==> config.mk <==
export PLATFORM = sky130hd
export DESIGN_NAME = mod_counter
export DESIGN_NICKNAME = d
export VERILOG_FILES = /design/src/rtl/counter_pkg.sv /design/src/rtl/mod_counter_cmp.sv /design/src/rtl/mod_counter.sv
export SDC_FILE = /design/constraint.sdc
export NUM_CORES = 1
export LEC_CHECK = 0
export CORE_AREA = 2 2 39 41
export DETAILED_ROUTE_END_ITERATION = 10
export DIE_AREA = 0 0 41 43
export SYNTH_ARGS = -nofsm -noshare
export SYNTH_HDL_FRONTEND = slang
export SYNTH_SLANG_ARGS = --single-unit
==> constraint.sdc <==
create_clock -name clk -period 1.2 [get_ports clk]
set_input_delay 0.3 -clock clk [delete_from_list [all_inputs] [get_ports clk]]
set_output_delay 0.3 -clock clk [all_outputs]
set_load 0.02 [all_outputs]
==> src/rtl/counter_pkg.sv <==
// Shared defaults and a width-derivation helper for the modulo-N counter family.
package counter_pkg;

  localparam int MOD_N_DEFAULT     = 10;
  localparam int MOD_WIDTH_DEFAULT = 4;

  // Smallest register width able to hold 0..n-1; at least one bit.
  function automatic int mod_width_for(input int n);
    return (n <= 2) ? 1 : $clog2(n);
  endfunction

endpackage

==> src/rtl/mod_counter_cmp.sv <==
// Terminal-count decode: wrap when count >= N-1, flag exactly at N-1.
module mod_counter_cmp #(
  parameter int N     = 10,
  parameter int WIDTH = 4
) (
  input  logic [WIDTH-1:0] count_i,
  output logic             wrap_o,
  output logic             tc_o
);

  localparam logic [WIDTH-1:0] LAST = WIDTH'(N - 1);

  // Using >= rather than == lets an out-of-range value fall back to 0 in one edge.
  assign wrap_o = (count_i >= LAST);
  assign tc_o   = (count_i == LAST);

endmodule

==> src/rtl/mod_counter.sv <==
// Free-running modulo-N up-counter with a one-cycle terminal-count flag.
module mod_counter
  import counter_pkg::*;
#(
  parameter int N     = MOD_N_DEFAULT,
  parameter int WIDTH = MOD_WIDTH_DEFAULT
) (
  input  logic             clk,
  input  logic             rst,
  output logic [WIDTH-1:0] count,
  output logic             tc
);

  generate
    if (N < 2 || N > (1 << WIDTH)) begin : g_bad_params
      $error("mod_counter: N=%0d is outside 2..2**WIDTH (WIDTH=%0d)", N, WIDTH);
    end
  endgenerate

  logic [WIDTH-1:0] count_q;
  logic [WIDTH-1:0] count_d;
  logic             wrap;

  mod_counter_cmp #(
    .N     (N),
    .WIDTH (WIDTH)
  ) u_cmp (
    .count_i (count_q),
    .wrap_o  (wrap),
    .tc_o    (tc)
  );

  assign count_d = wrap ? '0 : count_q + WIDTH'(1);

  always_ff @(posedge clk or negedge rst) begin
    if (!rst) begin
      count_q <= '0;
    end else begin
      count_q <= count_d;
    end
  end

  assign count = count_q;

endmodule

# [Word level (Yosys, flattened, before mapping)]
# Index checks and enable logic that the tools add are counted.
[op_classes] magnitude_cmp=1 eq_ne=1 muxes=1 add_sub_neg=1
[ops] operator="4-bit by 1-bit adder with 4-bit output, second input constant" count=1
[ops] operator="4-bit equality test, second input constant" count=1
[ops] operator="4-bit greater-or-equal comparator, second input constant" count=1
[ops] operator="4-bit 2-to-1 mux" count=1
[word_totals] regBits=4 word_cells=5

# [Logic depth before layout (Yosys ltp)]
# Gate-level depths: netlist of the first run.
[logic_depth] word_depth=2 depth_mapped=4 ltp_nobuf=4

# [Modules after synthesis]
# From an unflattened synthesis of the first run, not the netlist that was laid out.
[unflattened] hier_cells=15 area_unflattened_um2=191.4
[modules_own_cells] module="mod_counter" instances=1 area_per_inst_um2=170.2 seq_area_each_um2=100.1 cells_per_inst=13
[modules_own_cells] module="mod_counter_cmp" instances=1 area_per_inst_um2=21.3 seq_area_each_um2=0.0 cells_per_inst=2

# [Worst setup path after synthesis of the first run]
# No wires, ideal clock.
[synth_timing] kind="reg-to-reg" from="register count_q[1] (netlist: count[1])" to="register count_q[0] (netlist: count[0])" required_ns=1.120 setup_time_ns=0.080 stages_incl_launch_ff=5 path_slack_ns=-0.139 period_less_slack_ns=1.339 arrival_ns=1.260 path_cell_list="dfrtp_1 inv_1 ha_1 or3b_4 a21oi_1"
[synth_between] elab_chain_cells=2
[synth_rtl] element="start, declared" line="mod_counter.sv:20" source="logic [WIDTH-1:0] count_q;"
[synth_rtl] element="start signal, assigned" line="mod_counter.sv:39" source="count_q <= count_d;"
[synth_rtl] element="4-bit greater-or-equal comparator" line="mod_counter_cmp.sv:14" source="assign wrap_o = (count_i >= LAST);"
[synth_rtl] element="4-bit 2-to-1 mux" line="mod_counter.sv:33" source="assign count_d = wrap ? '0 : count_q + WIDTH'(1);"
[synth_rtl] element="via count_d[0]" line="mod_counter.sv:21" source="logic [WIDTH-1:0] count_d;"
# The timed path passes the listed nets, and every way through them passes these cells.

# [Worst setup path in the final report of the first run]
[layout_timing] from="register count_q[0] (netlist: count[0])" to="output port tc"
[layout_between] elab_chain_cells=1
[layout_rtl] element="4-bit equality test" line="mod_counter_cmp.sv:15" source="assign tc_o = (count_i == LAST);"
[layout_rtl] element="end, declared" line="mod_counter.sv:11" source="output logic tc"
# Every way passes these cells.

==> results.md, run 1 <==
- Status: complete, but fails checks
- Failing checks: setup timing
- Worst path max stage delay: ~0.42 ns
- TritonCTS Buffers: 3
- Die W: 41 microns
- Max reg flops: 4
- Sink Count: 4
- Yosys cell types: 11
- Syn. warnings: 0
- Port Buffers: 6
- CTS Buffer Depth: 2
- Post-synth EDFFs: 0
- Largest net degree at the start of global routing: 6
- FF+latch count, synth: 4
- Seq/Total Area, Yosys: 46.24%
- Vias per inst: about 4
- Final setup vio count: 7
- Slew Viols, Final: 0
- Die Ht: between 40 and 50 microns
- ANT nets after route: 0
- Worst-path fanout max: 2
- Async set-reset flop share out of synthesis: 100.0%
- # Max-Cap Violations: 0
- Peak VDD IR: approximately 550 uV
- Critical Path AT: between 1 and 1.5 ns
- CP Class: reg2out
- Critical Path RT: roughly 0.9 ns
- Worst Skew: ~0.0028 ns
- Initial antenna violation count: 0
- Worst Max-Slew Pin Slew: ~0.18 ns
- Final Cycle Share: 120.5%
- GR Util All Layers: under 10%
- CP Capture Type: output pin
- Slew headroom: approximately nine tenths
- CP max stage cell: dfrtp_2
- Gpl congestion: around 0.73
- Net Count, Synth: 23
- Grt total ovfl: 0
- RSZ-0062 raised after global routing: true
- Worst-Skew Late Latency: roughly 0.24 ns
- Area contributors post-synth: dfrtp_1 46%, ha_1 17%, a21boi_2 5.2%
- Final WS setup: -0.2464 ns
- Drt drc: 0
- Vias: ~210
- Diode count: 0
- Initial core utilization: 15.64%
- P_leak: 0.1973 nW
- Boundary Pins: 7
- Root buf cell: clkbuf_4
- Area grow syn2layout: 113.9%
- Layout cell share with drive strength beyond 1: around three quarters
- Synthesized area per cell: between 10 and 15 sq um
- R2R cell count: 6
- CP startpoint kind: flop
- Iter 0 DRT Violations: 0
- Highest clock rate: between 600 and 700 MHz
- First drt pass iteration count: 1
- Area of the mapped netlist: between 200 and 250 sq um
- First-pass GRT wire length: 717 microns
- Total wire length after detailed routing: 477 microns
- Nets: between 40 and 50
- DP Worst Slack: -0.4869 ns
- Hpwl dp: 324.1 microns
- Util after Layout: 33.45%
- FP Rows: 14
- Power Density: roughly 710 nW/um^2
- Hold Violations, Final: 0
- Worst-path cell chain: ha_4, and3b_2, buf_6
- Worst Hold Class: in2async
- Vias in the first global route: between 150 and 200
- Yosys top cell area share: between 40% and 50%
- Wire per inst: ~8.8 microns
- CTS tree: built
- Core area: about 1400 sq um
- Synth cell count leaders: 4 x dfrtp_1, 3 x ha_1, 3 x inv_1
- Dominant synthesized flop cell: dfrtp_1
- Placed instance area: 339.1 sq um
- Top-count cell post-synth: dfrtp_1
- Final Critical Period: approximately 1.4 ns
- Hold Buf Count CTS: 0
- Synthesized instance count: 18
- Fin area: ~460 sq um
- H-tree levels: 1
- Clock transition at path regs: roughly 0.040 ns
- Area of the die: 1763 sq um
- Area leader, netlist: dfrtp_1
final timing paths:
kind	startpoint	slack, ns	to
setup / recovery	count[0]$_DFF_PN0_	-0.25	tc
hold / removal	rst	0.26	count[1]$_DFF_PN0_
setup reg to reg	count[1]$_DFF_PN0_	-0.21	count[3]$_DFF_PN0_
hold reg to reg	count[3]$_DFF_PN0_	0.67	count[0]$_DFF_PN0_
max in group asynchronous	rst	0.77	count[0]$_DFF_PN0_
min in group clk	count[3]$_DFF_PN0_	0.67	count[0]$_DFF_PN0_
critical path, delay by kind of cell, from the launching register on:
kind          cells  cell delay [ns]
simple gates      1             0.19
fa+ha+maj         1             0.17
flops             1             0.42
buf+inv           1             0.13
placed cells by master, fill, tap and decap left out:
master,Yosys,layout
inv_1,3,1
clkbuf_4,0,3
inv_4,0,1
nand3_1,1,1
ha_1,3,1
a21boi_2,1,1
inv_2,0,1
buf_6,0,10
a21oi_2,0,1
clkbuf_1,0,1
mux2i_1,1,1
dfrtp_2,0,2
buf_4,0,5
clkdlybuf4s50_1,0,1
and3b_2,1,1
xnor2_1,1,1
or3b_4,1,1
o22ai_2,0,1
ha_4,0,2
dfrtp_1,4,2
power breakdown:
group | leakage (nW) | total (mW) | internal [mW] | switching (mW)
Clock | 0.0150 | 0.188 | 0.125 | 0.0627
Combinational | 0.138 | 0.00525 | 0.00289 | 0.00236
Sequential | 0.0445 | 0.136 | 0.136 | 0
Total | 0.197 | 0.329 | 0.264 | 0.0651
per-stage QoR:
stage | hold WS, ns | TNS (ns) | power (mW) | instances
finish | 0.2567 | -1.110 | 0.3288 | 54
global route | 0.2527 | -1.456 | 0.3562 | 54
CTS | 0.2538 | -1.076 | 0.3365 | 51
detailed placement | 0.5149 | -1.634 | 0.1427 | 45
global placement | 0.5164 | -1.589 | 0.1428 | 45
floorplan | 0.004409 | -0.1801 | 0.1373 | 18
cells by family (layout without fill, tap and decap cells):
| group | Yosys count | after routing | synth area share [%] |
|---|---|---|---|
| flip-flops | 4 | 4 | 46.24 |
| adder cells (fa/ha/maj) | 3 | 3 | 17.34 |
| AO/OA/AOI/OAI | 3 | 3 | 10.40 |
| AND/OR/NAND/NOR | 3 | 3 | 12.14 |
| buffers and inverters | 3 | 23 | 5.202 |
| XOR/XNOR | 1 | 1 | 4.047 |
| multiplexers | 1 | 1 | 4.624 |
per-layer routing:
| metal | wire [microns] | vias to the layer above | part of all wire, % | global-route usage, % |
|---|---|---|---|---|
| met5 | 0 | - | 0 | 0 |
| met4 | 18 | 0 | 3.8 | 6.000 |
| met3 | 53 | 5 | 11 | 9.424 |
| met2 | 228 | 8 | 48 | 9.375 |
| met1 | 176 | 96 | 37 | 5.537 |
| li1 | - | 102 | - | - |
what timing repair did:
item / 4_1_cts / 5_1_grt
setup endpoints to repair: 9 / 9
gates resized for setup: 33 / 8
pin swaps: 3 / 2
setup buffers: 2 / 3
hold endpoints to repair: 0 / 0
final cells by class:
type	count	area (sq um)
Sequential cell	4	102.6
Timing Repair Buffer	16	160.2
Fill cell	143	920.9
Tap cell	16	20.02
Inverter	3	13.76
Clock buffer	4	26.28
Multi-Input combinational cell	11	140.1
(Power assumes the default switching activity.)
==> inputs of run 2 (changes only) <==
Settings changed: CAP_MARGIN from default to 20.
==> results of run 2 <==
No change in the layout: final DEF, timing and power equal those of run 1.
